`src/rtl/regbank_alu_interface.sv`:
```
// regbank_alu_interface: 8x32 register bank coupled to a 32-bit ALU, Rd <- A op B every edge (REGBANK_DEBUG_EN adds dbg_bank/dbg_we)
module regbank_alu_interface_bank (
  input  logic         clk,
  input  logic         rst,
  input  logic [2:0]   waddr,
  input  logic [31:0]  wdata,
  input  logic [2:0]   raddr1,
  input  logic [2:0]   raddr2,
  output logic [31:0]  rdata1,
  output logic [31:0]  rdata2
`ifdef REGBANK_DEBUG_EN
  ,
  output logic [255:0] bank
`endif
);
  localparam logic [255:0] INIT = {32'd7, 32'd6, 32'd5, 32'd4, 32'd3, 32'd2, 32'd1, 32'd0};
  logic [255:0] reg_bank_q, reg_bank_d, reg_bank;
  assign reg_bank = reg_bank_q;
  assign rdata1 = reg_bank_q[{raddr1, 5'd0} +: 32];
  assign rdata2 = reg_bank_q[{raddr2, 5'd0} +: 32];
`ifdef REGBANK_DEBUG_EN
  assign bank = reg_bank_q;
`endif
  // next bank: only the destination word takes the ALU result
  always_comb begin
    reg_bank_d = reg_bank_q;
    reg_bank_d[{waddr, 5'd0} +: 32] = wdata;
  end
  // bank state; reset restores r_i = i immediately
  always_ff @(posedge clk or posedge rst) begin
    if (rst) reg_bank_q <= INIT;
    else     reg_bank_q <= reg_bank_d;
  end
endmodule

module regbank_alu_interface (
  input  logic         clk,
  input  logic         rst,
  input  logic [2:0]   func,
  output logic [31:0]  A,
  output logic [31:0]  B,
  output logic [31:0]  Z
`ifdef REGBANK_DEBUG_EN
  ,
  output logic [255:0] dbg_bank,
  output logic         dbg_we
`endif
);
  logic [2:0] src1, src2;
  assign src1 = func + 3'd1;
  assign src2 = func + 3'd2;
  regbank_alu_interface_bank Bnk (
    .clk    (clk),
    .rst    (rst),
    .waddr  (func),
    .wdata  (Z),
    .raddr1 (src1),
    .raddr2 (src2),
    .rdata1 (A),
    .rdata2 (B)
`ifdef REGBANK_DEBUG_EN
    ,
    .bank   (dbg_bank)
`endif
  );
`ifdef REGBANK_DEBUG_EN
  assign dbg_we = ~rst;
`endif
  // ALU: func picks the operation as well as the registers
  always_comb begin
    case (func)
      3'd0: Z = A + B;
      3'd1: Z = A - B;
      3'd2: Z = A & B;
      3'd3: Z = A | B;
      3'd4: Z = A ^ B;
      3'd5: Z = ~A;
      3'd6: Z = A << 1;
      3'd7: Z = A >> 1;
    endcase
  end
endmodule

```
`config.mk`:
```
export PLATFORM = sky130hd
export DESIGN_NAME = regbank_alu_interface
export DESIGN_NICKNAME = d
export VERILOG_FILES = /design/src/rtl/regbank_alu_interface.sv
export SDC_FILE = /design/constraint.sdc
export NUM_CORES = 1
export LEC_CHECK = 0
export CAP_MARGIN = 20
export CORE_UTILIZATION = 40
export CTS_CLUSTER_SIZE = 20
export DETAILED_ROUTE_END_ITERATION = 10
export PLACE_DENSITY = 0.63
export SLEW_MARGIN = 20
export SYNTH_ARGS = -nofsm -noshare
export SYNTH_HDL_FRONTEND = slang
export SYNTH_SLANG_ARGS = --single-unit
```
`constraint.sdc`:
```
create_clock -name clk -period 18.6 [get_ports clk]
set_clock_uncertainty 0.15 [all_clocks]
set_input_delay 5.58 -clock clk [delete_from_list [all_inputs] [get_ports clk]]
set_output_delay 5.58 -clock clk [all_outputs]
set_load 0.01 [all_outputs]
```
# --- Word level (Yosys, flattened, before mapping) ---
# Cells that the tools add are included.
totals:
  ff_bits: 256
  input_bits: 5
  output_inout_bits: 96
op_classes:
  addsub: 5
  eq_ne: 7
  shift: 4
  n_mux: 2
  bitwise_logic: 4
  n_reduce_logical: 1
op_table:
  columns: ["op", "count"]
  rows:
  - ["variable part select 256 x 9 -> 32 bit", 2]
  - ["bitwise mux 256 bit", 1]
  - ["case mux 32 bit (8 select lines)", 1]
  - ["variable shift 32 x 10 -> 256 bit (first input constant)", 1]
  - ["variable part select 32 x 10 -> 256 bit", 1]
  - ["adder 32 bit", 1]
  - ["bitwise AND 32 bit", 1]
  - ["NOT 32 bit", 1]
  - ["OR 32 bit", 1]
  - ["subtractor 32 bit", 1]
  - ["bitwise XOR 32 bit", 1]
  - ["== test 3 bit (second input constant)", 4]
  - ["negation 8 -> 10 bit", 1]
  - ["== test 3 x 2 -> 1 bit (second input constant)", 2]
  - ["adder 3 x 1 -> 3 bit (second input constant)", 1]
  - ["adder 3 x 2 -> 3 bit (second input constant)", 1]
  - ["== test 3 x 1 -> 1 bit (second input constant)", 1]
  - ["logical NOT 3 bit", 1]

# --- Depth between registers and ports, before layout ---
logic_depth:
  depth_word: 6
  mapped_depth: 34

# --- Modules after synthesis ---
# Synthesis repeated with hierarchy kept, for this count alone.
unflattened:
  hier_cells: 1483
  hier_area_um2: 18293.8
modules_own_cells:
  columns: ["module", "instances", "cells_per_inst", "area_per_inst_um2", "seq_area_each_um2"]
  rows:
  - ["regbank_alu_interface_bank", 1, 790, 13371.6, 6421.2]
  - ["regbank_alu_interface", 1, 693, 4922.2, 0.0]

# --- Worst setup path after synthesis ---
# OpenSTA, ideal clock, no wires.
synth_timing:
  path_kind: "input -> output"
  from: "input port func[1]"
  to: "output port Z[29]"
  arrival_ns: 13.236
  setup_slack_ns: -0.366
  cell_stages: 33
  n_path_buf: 11
  cell_sequence: "buf_2 -> inv_1 -> buf_1 -> clkbuf_1 -> buf_1 -> ha_1 -> buf_6 -> buf_12 -> buf_4 -> buf_2 -> buf_2 -> buf_1 -> clkbuf_1 -> nand2_1 -> o21ai_0 -> ha_1 -> inv_1 -> or3_4 -> or3_4 -> or4_4 -> or4_4 -> o21ai_1 -> xnor2_1 -> ha_1 -> a21oi_1 -> o21ai_0 -> a21o_1 -> a21oi_1 -> o21ai_0 -> or3_1 -> a31o_2 -> nand2_1 -> inv_1"
synth_via:
  elab_chain_len: 4
  elab_cells_between_ends: 19
  cone_classes: "add/sub: 4; eq/ne: 7; shift: 2; mux: 1; bitwise: 4; reduce/logical: 1"
synth_lines:
  columns: ["element", "line", "rtl"]
  rows:
  - ["start: declaration", "39", "input logic [2:0] func,"]
  - ["adder 3 x 1 -> 3 bit or adder 3 x 2 -> 3 bit (tied branches)", "50, 51", null]
  - ["variable part select 256 x 9 -> 32 bit, on equally long branches", "19, 20", null]
  - ["subtractor 32 bit (tied with other cells)", "73", "3'd1: Z = A - B;"]
  - ["case mux 32 bit (8 select lines) (*)", "71", "case (func)"]
  - ["end: declaration", "42", "output logic [31:0] Z"]
# Mark *: on every way between the ends. The rest lies on a longest branch, timed or not.

# --- Final worst setup path ---
layout_timing:
  from: "input port func[2]"
  to: "output port Z[29]"
# The elaborated chain is that of the path after synthesis.

==> results.toml <==
[status]
outcome = "finished, final reports clean"

[yosys]
ys_seq_area_frac = 0.344
yosysTopAreaCellShare = 0.327
ys_types = 80
yosysWarnings = 0
syn-num-nets = 2071
synthTopCellsByArea = "dfrtp_1, mux4_2, nand2_1"
synth_ff_type = "dfrtp_1"
synth_largest_area_cell = "dfrtp_1"
syn-instance-count = 1959
syn_area_per_cell_um2 = 9.52
syn_area_mm2 = 0.0186
synth_edf_count = 0
ys_seq_elements = 256
ys_async_sr_fraction = 1.00

[setup_path]
worstReg2RegEnd = "Bnk.reg_bank[181]"
rr_startpoint = "Bnk.reg_bank[97]"
reg2regPathDepth = 22
crit_type = "input pin to output pin"
path_max_fanout = 22
critical_path.startpoint = "func[2]"
crit_path_end_kind = "output pin"
worstPathRequired_ns = 12.87
cp.arrival_ns = 12.52
startpoint_type = "input pin"
ff2ff_setup_slack_ns = 12.14

[global_routing]
grt_start_max_net_pins = 105
first_global_vias = 15800
grt.overflow.total = 0
grt_antenna_before_repair = 2
track_usage = 0.278
grt_pass1_wl_um = 100000

[clocking]
cts_post_setup_buffers_inserted = 0
cts.repair.resized = 0
cts_tree = "yes"
root_buffer = "clkbuf_16"
numCtsBuffers = 27
clk_pin_slew_ns = 0.06
clock_latency_ns = 0.56
cts_sinks = 256
postCtsHoldBufs = 0
htreeDepth = 1
clock_path_buffers = 3

[route]
wl_um = 66200
firstDrtPassIters = 5
drc_errors = 0
wl_met1_um = 28300
wl_met3_um = 6040
met2_length_um = 29800
viasPerCell = 6.22
top_layer = "met5"
wire_per_inst_um = 25.1
drt_iter0_drc = 1825
vias = 16400
ant_nets = 0

[hold_path]
min_to = "Bnk.reg_bank[97]"
holdPathStages = 2
hp-class = "flop to flop"
hold_path_startpoint = "Bnk.reg_bank[97]"

[timing]
finalMaxSlewViolations = 0
rsz0062_at_grt = "false"
max_freq_ghz = 0.0548
period_minus_slack_ns = 18.25
setup_viol = 0
hold_viol_final = 0
worst_pin_slew_ns = 1.16
fin_crit_sh = 0.981
fin_tns_setup_ns = 0
slew_headroom = 0.227
fin_hold_ws_ns = 0.341

[floorplanning]
pin_count = 101
start_util = 0.408
die_h_um = 218
die_w_um = 218
coreArea_mm2 = 0.0457
die_area_mm2 = 0.0475
fp-row-count = 78

[power_and_ir_drop]
ir_drop_v = 0.0000575
pwr_density_cell_mw_per_mm2 = 119
p_leak_nw = 9.35

[layout]
drive_above_1_share = 0.162
largest_register_ffs = 256
n_antenna_cell = 0
layoutNonFillerInstCount = 2642
fin_nets = 2134
final_util = 0.467
fill_cells = 4306
area_growth_pct = 14.4
ff_latch_area_mm2 = 0.00642
multi_input_area_mm2 = 0.0113

[place]
dp.cells = 2591
gp_congestion = 0.973
port-buffer-count = 100
dp_hpwl_um = 48200

[flow_run]
max_cap_viol_count = 0
[layout by cell type (no fill, tap or decap), drive strengths merged, types with 12 or more instances in the layout]
cell,synthesis,routed
dfrtp,244,244
inv,102,103
ha,106,106
clkbuf,93,37
mux2i,43,43
nand2,406,406
mux2,43,43
a221oi,12,12
and2,14,14
nor2,52,52
xnor2,42,42
mux4,124,124
clkdlybuf4s50,0,99
dfstp,12,12
nor3,33,33
a22oi,13,13
a21oi,76,76
nand3,20,20
buf,40,67
o31ai,81,81
o21ai,232,232
[Yosys cell counts, types with 14 or more instances]
cell	number
a21oi_1	74
nand2_1	406
nor3_1	32
mux2i_1	40
o21ai_0	221
o31ai_1	80
nand3_1	20
nor2_1	52
clkbuf_1	93
inv_1	101
mux4_2	123
xnor2_1	42
mux2_2	43
dfrtp_1	244
ha_1	106
buf_2	14
[critical path, cell delays in order]
cell	delay [ns]
clkdlybuf4s50_1	0.54
inv_1	0.16
ha_4	0.49
buf_4	0.28
nor3b_2	0.23
nor3_1	0.07
nor4_1	0.35
nand4_1	0.41
or3_4	0.51
or4_4	0.45
or4_4	0.50
nand2_1	0.11
xnor2_1	0.07
ha_1	0.40
a21oi_1	0.28
o21ai_0	0.17
a21o_1	0.19
a21oi_1	0.13
o21ai_0	0.12
or3_1	0.36
a31o_2	0.24
nand2_1	0.29
inv_1	0.08
clkdlybuf4s50_1	0.49
[power by group]
group	total [mW]	switching (mW)	internal, mW	leakage [nW]
clock	0.556	0.232	0.325	0.438
sequential	0.763	0.0966	0.667	3.44
combinational	1.23	0.718	0.510	5.47
[stage by stage]
step / power, mW / cell area, µm² / setup WS, ns
floorplan: 1.49 / 18600 / 0.0968
global placement: 1.95 / 20400 / 0.169
detailed placement: 1.97 / 20400 / 0.143
CTS: 2.53 / 21300 / 0.101
global route: 2.68 / 21300 / 0.0162
finish: 2.55 / 21300 / 0.347
[cell families after synthesis]
logic type,count (synthesis),synth area share
and+or+nand+nor,594,0.138
AOI/OAI and AO/OA,507,0.169
DFF,256,0.344
buffers and inverters,236,0.0527
muxes,210,0.200
adders and majority gates,107,0.0722
xor gates and xnor gates,49,0.0230
[how the worst max path moves through the flow]
stage,endpoint,slack (ns),cells after the start
6_report,Z[29],0.35,24
5_1_grt,Z[28],0.02,24
4_1_cts,Z[27],0.10,24
3_5_place_dp,Z[27],0.14,24
3_3_place_gp,Z[27],0.17,24
2_1_floorplan,Z[29],0.1,33
[per-layer routing]
metal	GRT usage	up-vias
li1	-	7263
met1	0.392	8238
met2	0.432	807
met4	0.0939	2
met3	0.0476	136
met5	0	-
[final cells by class]
cell class	instances	share of cell area
Clock inverter	13	0.00727
Timing Repair Buffer	167	0.0727
Inverter	103	0.0185
Sequential cell	256	0.301
Clock buffer	36	0.0351
Multi-Input combinational cell	1467	0.530
Tap cell	600	0.0352
(Power assumes the default switching activity.)
